==> src/rtl/ram_arbiter.sv <==
// Two-port arbiter in front of a single-port data RAM: one access per grant via IDLE/ACCESS/DONE.
// Define RAM_ARB_ROUND_ROBIN_EN for round-robin tie-breaking; otherwise port 0 has fixed priority.
module ram_arbiter #(
  parameter  int unsigned DEPTH  = 1024,
  localparam int unsigned ADDR_W = $clog2(DEPTH),
  localparam int unsigned DATA_W = 32
) (
  input  logic              clk,
  input  logic              rst_n,
  input  logic              req0,
  input  logic              we0,
  input  logic [ADDR_W-1:0] addr0,
  input  logic [DATA_W-1:0] wdata0,
  input  logic              req1,
  input  logic              we1,
  input  logic [ADDR_W-1:0] addr1,
  input  logic [DATA_W-1:0] wdata1,
  output logic              ack0,
  output logic              ack1,
  output logic [DATA_W-1:0] rdata0,
  output logic [DATA_W-1:0] rdata1,
  output logic [ADDR_W-1:0] mem_addr,
  output logic [DATA_W-1:0] mem_wdata,
  output logic              mem_we,
  output logic              mem_re,
  input  logic [DATA_W-1:0] mem_rdata,
  output logic              busy
);

  localparam logic [1:0] ST_IDLE   = 2'd0;
  localparam logic [1:0] ST_ACCESS = 2'd1;
  localparam logic [1:0] ST_DONE   = 2'd2;

  logic [1:0]        state_q, state_d;
  logic              gnt_q, gnt_d;
  logic              ack0_q, ack0_d;
  logic              ack1_q, ack1_d;
  logic [DATA_W-1:0] rdata0_q, rdata0_d;
  logic [DATA_W-1:0] rdata1_q, rdata1_d;
  logic [ADDR_W-1:0] mem_addr_q, mem_addr_d;
  logic [DATA_W-1:0] mem_wdata_q, mem_wdata_d;
  logic              mem_we_q, mem_we_d;
  logic              mem_re_q, mem_re_d;
  logic              busy_q, busy_d;
  logic              win_c;
`ifdef RAM_ARB_ROUND_ROBIN_EN
  logic              last_q, last_d;
`endif

  // Winner among the current requesters (only meaningful when some req is high)
  always_comb begin
`ifdef RAM_ARB_ROUND_ROBIN_EN
    win_c = (req0 && req1) ? ~last_q : req1;
`else
    win_c = ~req0;
`endif
  end

  // Next-state and registered-output logic
  always_comb begin
    state_d     = state_q;
    gnt_d       = gnt_q;
    ack0_d      = 1'b0;
    ack1_d      = 1'b0;
    rdata0_d    = rdata0_q;
    rdata1_d    = rdata1_q;
    mem_addr_d  = mem_addr_q;
    mem_wdata_d = mem_wdata_q;
    mem_we_d    = 1'b0;
    mem_re_d    = 1'b0;
    busy_d      = busy_q;
`ifdef RAM_ARB_ROUND_ROBIN_EN
    last_d      = last_q;
`endif
    case (state_q)
      ST_IDLE: begin
        if (req0 || req1) begin
          state_d     = ST_ACCESS;
          gnt_d       = win_c;
          mem_addr_d  = win_c ? addr1 : addr0;
          mem_wdata_d = win_c ? wdata1 : wdata0;
          mem_we_d    = win_c ? we1 : we0;
          mem_re_d    = win_c ? ~we1 : ~we0;
          busy_d      = 1'b1;
        end
      end
      ST_ACCESS: begin
        state_d = ST_DONE;
        busy_d  = 1'b1;
        // Read data is captured at the edge leaving ACCESS, while the RAM still sees the address
        if (mem_re_q) begin
          if (gnt_q) rdata1_d = mem_rdata;
          else       rdata0_d = mem_rdata;
        end
        ack0_d = ~gnt_q;
        ack1_d = gnt_q;
      end
      ST_DONE: begin
        state_d = ST_IDLE;
        busy_d  = 1'b0;
`ifdef RAM_ARB_ROUND_ROBIN_EN
        last_d  = gnt_q;
`endif
      end
      default: begin
        state_d = ST_IDLE;
        busy_d  = 1'b0;
      end
    endcase
  end

  always_ff @(posedge clk or negedge rst_n) begin
    if (!rst_n) begin
      state_q     <= ST_IDLE;
      gnt_q       <= 1'b0;
      ack0_q      <= 1'b0;
      ack1_q      <= 1'b0;
      rdata0_q    <= '0;
      rdata1_q    <= '0;
      mem_addr_q  <= '0;
      mem_wdata_q <= '0;
      mem_we_q    <= 1'b0;
      mem_re_q    <= 1'b0;
      busy_q      <= 1'b0;
    end else begin
      state_q     <= state_d;
      gnt_q       <= gnt_d;
      ack0_q      <= ack0_d;
      ack1_q      <= ack1_d;
      rdata0_q    <= rdata0_d;
      rdata1_q    <= rdata1_d;
      mem_addr_q  <= mem_addr_d;
      mem_wdata_q <= mem_wdata_d;
      mem_we_q    <= mem_we_d;
      mem_re_q    <= mem_re_d;
      busy_q      <= busy_d;
    end
  end

`ifdef RAM_ARB_ROUND_ROBIN_EN
  // Port 0 wins the first tie after reset
  always_ff @(posedge clk or negedge rst_n) begin
    if (!rst_n) last_q <= 1'b1;
    else        last_q <= last_d;
  end
`endif

  assign ack0      = ack0_q;
  assign ack1      = ack1_q;
  assign rdata0    = rdata0_q;
  assign rdata1    = rdata1_q;
  assign mem_addr  = mem_addr_q;
  assign mem_wdata = mem_wdata_q;
  assign mem_we    = mem_we_q;
  assign mem_re    = mem_re_q;
  assign busy      = busy_q;

endmodule

==> config.mk <==
export PLATFORM = sky130hd
export DESIGN_NAME = ram_arbiter
export DESIGN_NICKNAME = d
export VERILOG_FILES = /design/src/rtl/ram_arbiter.sv
export SDC_FILE = /design/constraint.sdc
export NUM_CORES = 1
export LEC_CHECK = 0
export BUFFER_PORTS_ARGS = -buffer_cell sky130_fd_sc_hd__buf_2
export CAP_MARGIN = 20
export CORE_MARGIN = 8
export CORE_UTILIZATION = 50
export CTS_CLUSTER_SIZE = 25
export DETAILED_ROUTE_END_ITERATION = 10
export GPL_ROUTABILITY_DRIVEN = 1
export HOLD_SLACK_MARGIN = 0.15
export PLACE_DENSITY = 0.87
export SYNTH_ARGS = -nofsm -noshare
export SYNTH_HDL_FRONTEND = slang
export SYNTH_SLANG_ARGS = --single-unit
==> constraint.sdc <==
create_clock -name clk -period 3.7 [get_ports clk]
set_input_delay 0.74 -clock clk [delete_from_list [all_inputs] [get_ports clk]]
set_output_delay 0.74 -clock clk [all_outputs]
set_load 0.02 [all_outputs]
Word-level counts from Yosys, hierarchy flattened
Index checks and enable logic that the tools add are counted.

Bits in registers: 114. Latch bits: 0. Bits in writable memories: 0. ROM bits: 0. Word-level logic and storage cells: 36. Memories kept: 0.

$add $sub $neg: 0. Multipliers: 0. Div/mod/pow operators: 0. $lt $le $gt $ge: 0. Eq/ne operators: 2. Shift operators: 0. Mux-type cells: 14. Bitwise operators: 4. Reduce and logical (&&, ||, !) cells: 5.

Operator list (number): 32-bit 2-to-1 mux (1); 10-bit 2-to-1 mux (1); 1-bit 2-to-1 mux (9); 3-bit AND reduction (2); 1-bit NOT (4); 2-bit case mux with 2 select lines (1); 2-bit by 1-bit equality test with 1-bit output (second input constant) (1); 2-bit zero test (1); 2-bit 2-to-1 mux (1); 2-bit != test (second input constant) (1); 1-bit case mux with 2 select lines (1); 2-bit AND reduction (1); 1-bit logical OR (1).

Depth between registers and ports, before layout
Word-level depth: 4. Mapped depth: 5. Gate-level depth less buffers: 3.

Least setup slack after synthesis
OpenSTA, ideal clock, no wires.

Kind: input-to-reg. Start: in req0. End: reg mem_wdata_q[8], in the netlist mem_wdata[8]. Setup time: 0.128 ns. Arrival: 1.889 ns. Data required time: 3.572 ns. Setup slack: 1.684 ns. Stages: 4. Cell sequence: buf_2 > clkbuf_1 > mux2_2 > mux2_1.

Longest elaborated chain between the ends: 2. Elaborated cells on any way between the ends: 3. Classes of those cells: mux: 1; reduce/logical: 2.

Ends and longest elaborated chain: from (decl) (RTL line 10) `input logic req0,`; 1-bit logical OR (RTL line 77) `if (req0 || req1) begin`; 2-bit AND reduction (no line); to (signal assigned) (RTL line 133) `mem_wdata_q <= mem_wdata_d;`; to (decl) (RTL line 41) `logic [DATA_W-1:0] mem_wdata_q, mem_wdata_d;`.

Several ways; a longest one is shown, not always the timed one. A chain may end at the register's enable or synchronous reset.

Worst setup path after layout
Start: reg state_q[0]. End: reg rdata0_q[5], in the netlist rdata0[5].

Longest elaborated chain between the ends: 2.

Ends and longest elaborated chain: from (decl) (RTL line 34) `logic [1:0] state_q, state_d;`; from (signal assigned) (RTL line 126) `state_q <= state_d;`; 2-bit by 1-bit equality test with 1-bit output (RTL line 75) `case (state_q)`; 3-bit AND reduction (no line); to (signal assigned) (RTL line 130) `rdata0_q <= rdata0_d;`; to (decl) (RTL line 38) `logic [DATA_W-1:0] rdata0_q, rdata0_d;`.

No other way between the ends.

==> flow_summary.toml <==
[floorplan]
die_h_um = 115.0
dieArea_um2 = 13220
coreArea_um2 = 9639
start_util_pct = 50.82
pin_count = 233
die_w_um = 115.0
placementRows = 36

[route]
wl_mm = 12.38
vias = 3314
avgRoutedWirePerCell_um = 18.35
drt_iter0_drc = 134
drc = 0
vias_per_cell = 4.910
dr.pass1.iters = 4
antenna_left = 0

[synth]
yosys_register_bits = 114
syn-num-nets = 415
avgSynthCellArea_um2 = 16.72
syn_inst = 293
synth_seq_area_share_pct = 58.24
ys_warn_count = 0
syn-cell-area_um2 = 4898
ys_types = 19

[final_layout]
final_layout_size_suffix_gt1_share_pct = 76.20
diodes = 0
final_util_pct = 69.48
multi_input_area_um2 = 1891
nNetsFinal = 653
regArea_um2 = 2853
syn_to_final_growth_pct = 36.73
fill_cells = 713

[setup_path]
startpoint = "state_q[0]"
crit_chain = "nor2b_4 > and3b_2 > mux2_2"
crit_type = "flop to flop"
slowest_delay_ns = 0.93
crit_required_ns = 4.09
crit_fanout = 32
worstSetupEndpointType = "flop"
path_buf_inv = 0
cp-start-kind = "flop"
reg2reg_from = "state_q[0]"
crit_arrival_ns = 2.52
crit_family = "simple AND/OR/NAND/NOR gates"
critical-path-slowest-cell = "and3b_2"

[sta]
layout_worst_path_cycle_share_pct = 57.61
tightest_slew_ns = 1.066
rsz0062_at_grt = "no"
fin_setup_tns_ns = 0
slew_viol_final = 0
fin_crit_ns = 2.132
relSlewSlack_pct = 28.91
layout_setup_ws_ns = 1.568
fmax_ghz = 0.4691
fin_skew_ns = 0.009339
setup_viol = 0
finalHoldViolCount = 0

[clock_network]
cts_made_buffers = 17
cts_buffer_depth = 2
tritoncts = "yes"
clkLatencyLatePin_ns = 0.50
clk_pin_slew_ns = 0.06
post_cts_resized = 0
post_cts_buffers = 0
postCtsHoldBufs = 0
htreeDepth = 4
cts-root-buf = "clkbuf_8"
cts_sinks = 114

[global_routing]
gr-total-overflow = 0
grt_pass1_vias = 3923
grt_start_max_net_pins = 61
track_usage_pct = 19.51
grt_antenna_before_repair = 0
grt_pass1_wl_mm = 19.82

[place]
preCtsSetupSlack_ns = 1.392
dpl.hpwl_mm = 9.295
gp_congestion = 0.7565
portBuffers = 232

[power]
p_leak_nw = 3.312
internal_power_mw = 4.090
clockPowerShare_pct = 25.0
power.switching_mw = 2.320
ir_worst_vdd_v = 0.0004125
switching_share_pct = 36.19
p_seq_share_pct = 34.5
power_density_nw_per_um2 = 957.0
p_total_mw = 6.409
comb_power_share_pct = 40.5

[status]
status = "completed"

[run]
maxCapViolations = 0

[hold_path]
hold_class = "primary input to asynchronous set/reset pin"
==> metal layers <==
layer / vias to the layer above / wire length [µm] / track usage (%)
li1: 1522 / - / -
met1: 1643 / 4471 / 19.61
met2: 124 / 6701 / 35.11
met3: 25 / 861 / 6.775
met4: 0 / 348 / 9.807
met5: - / 0 / 0
==> logic make-up (layout without fill, tap and decap cells) <==
logic type	Yosys count	count (layout)	synth area share, %
AO/OA/AOI/OAI	3	3	0.3064
buffers and inverters	16	265	3.193
flip-flops	114	114	58.24
multiplexers	149	149	36.53
AND/OR/NAND/NOR	11	11	1.737
==> final timing paths <==
kind	end	cells past startpoint	slack (ns)
hold reg to reg	rdata1[6]	1	0.49
hold / removal	mem_wdata[27]	1	0.29
setup reg to reg	rdata0[5]	3	1.57
setup / recovery	rdata0[5]	3	1.57
min in group clk	rdata1[6]	2	0.47
max in group asynchronous	mem_addr[6]	2	2.65
==> worst register-to-register path, cell delays in order, from the launching register on <==
cell     delay [ns]
dfrtp_1        0.43
nor2b_4        0.22
and3b_2        0.93
mux2_2         0.44
==> power by group through the flow <==
| stage | sequential (mW) | combinational (mW) | clock (mW) |
|---|---|---|---|
| global route | 2.30 | 2.75 | 1.70 |
| floorplan | 2.95 | 0.953 | 0 |
| CTS | 2.22 | 2.64 | 1.64 |
| global placement | 2.19 | 2.56 | 0 |
| finish | 2.21 | 2.60 | 1.60 |
| detailed placement | 2.22 | 2.63 | 0 |
==> flip-flops by register name (all words and copies together), names as in the netlist <==
signal / cells
busy: 1
ack1: 1
mem_addr: 10
mem_re: 1
state_q: 2
rdata1: 32
ack0: 1
mem_wdata: 32
gnt_q: 1
rdata0: 32
mem_we: 1
==> cell usage after synthesis <==
library cell / instances / area (µm²)
clkbuf_1: 3 / 11.26
mux2i_1: 1 / 10.01
mux2_1: 4 / 45.04
buf_12: 3 / 60.06
dfrtp_1: 114 / 2853
nor2_1: 3 / 11.26
buf_2: 2 / 10.01
buf_4: 4 / 30.03
nor4_1: 1 / 6.260
mux2_4: 30 / 450.4
buf_6: 4 / 45.04
nand3_2: 1 / 10.01
nor3_4: 1 / 16.27
and3b_1: 1 / 8.760
nor2b_4: 1 / 13.76
and2_1: 2 / 12.51
mux2_2: 114 / 1284
a21oi_1: 3 / 15.01
nor2b_1: 1 / 6.260
==> stage by stage <==
| step | cell area, µm² | hold slack, ns | instances |
|---|---|---|---|
| after floorplan | 4898 | 0.4444 | 293 |
| after global placement | 6108 | 0.4620 | 645 |
| after detailed placement | 6108 | 0.4761 | 645 |
| after CTS | 6698 | 0.2877 | 675 |
| after global routing | 6698 | 0.3300 | 675 |
| final | 6698 | 0.2864 | 675 |
==> cells in the final DEF, fill, tap and decap left out <==
master,n
nor4_1,1
mux2_2,114
a21oi_1,3
nor2_1,3
and2_1,2
buf_4,3
bufinv_16,3
clkinv_2,4
clkbuf_8,4
nand3_2,1
mux2_1,4
clkinvlp_4,2
nor2b_1,1
dfrtp_1,114
nor3_4,1
clkinv_4,1
mux2_4,30
and3b_2,1
mux2i_1,1
nor2b_4,1
buf_2,231
clkbuf_16,16
buf_12,1
==> area by class of cell <==
type,instances,area share (%)
clock inverter,10,1.999
clock buffer,20,6.800
tap,133,2.485
multi-input combinational,163,28.23
sequential,114,42.59
timing repair buffer,235,17.90
No activity file was read; power rests on OpenSTA's default activity.
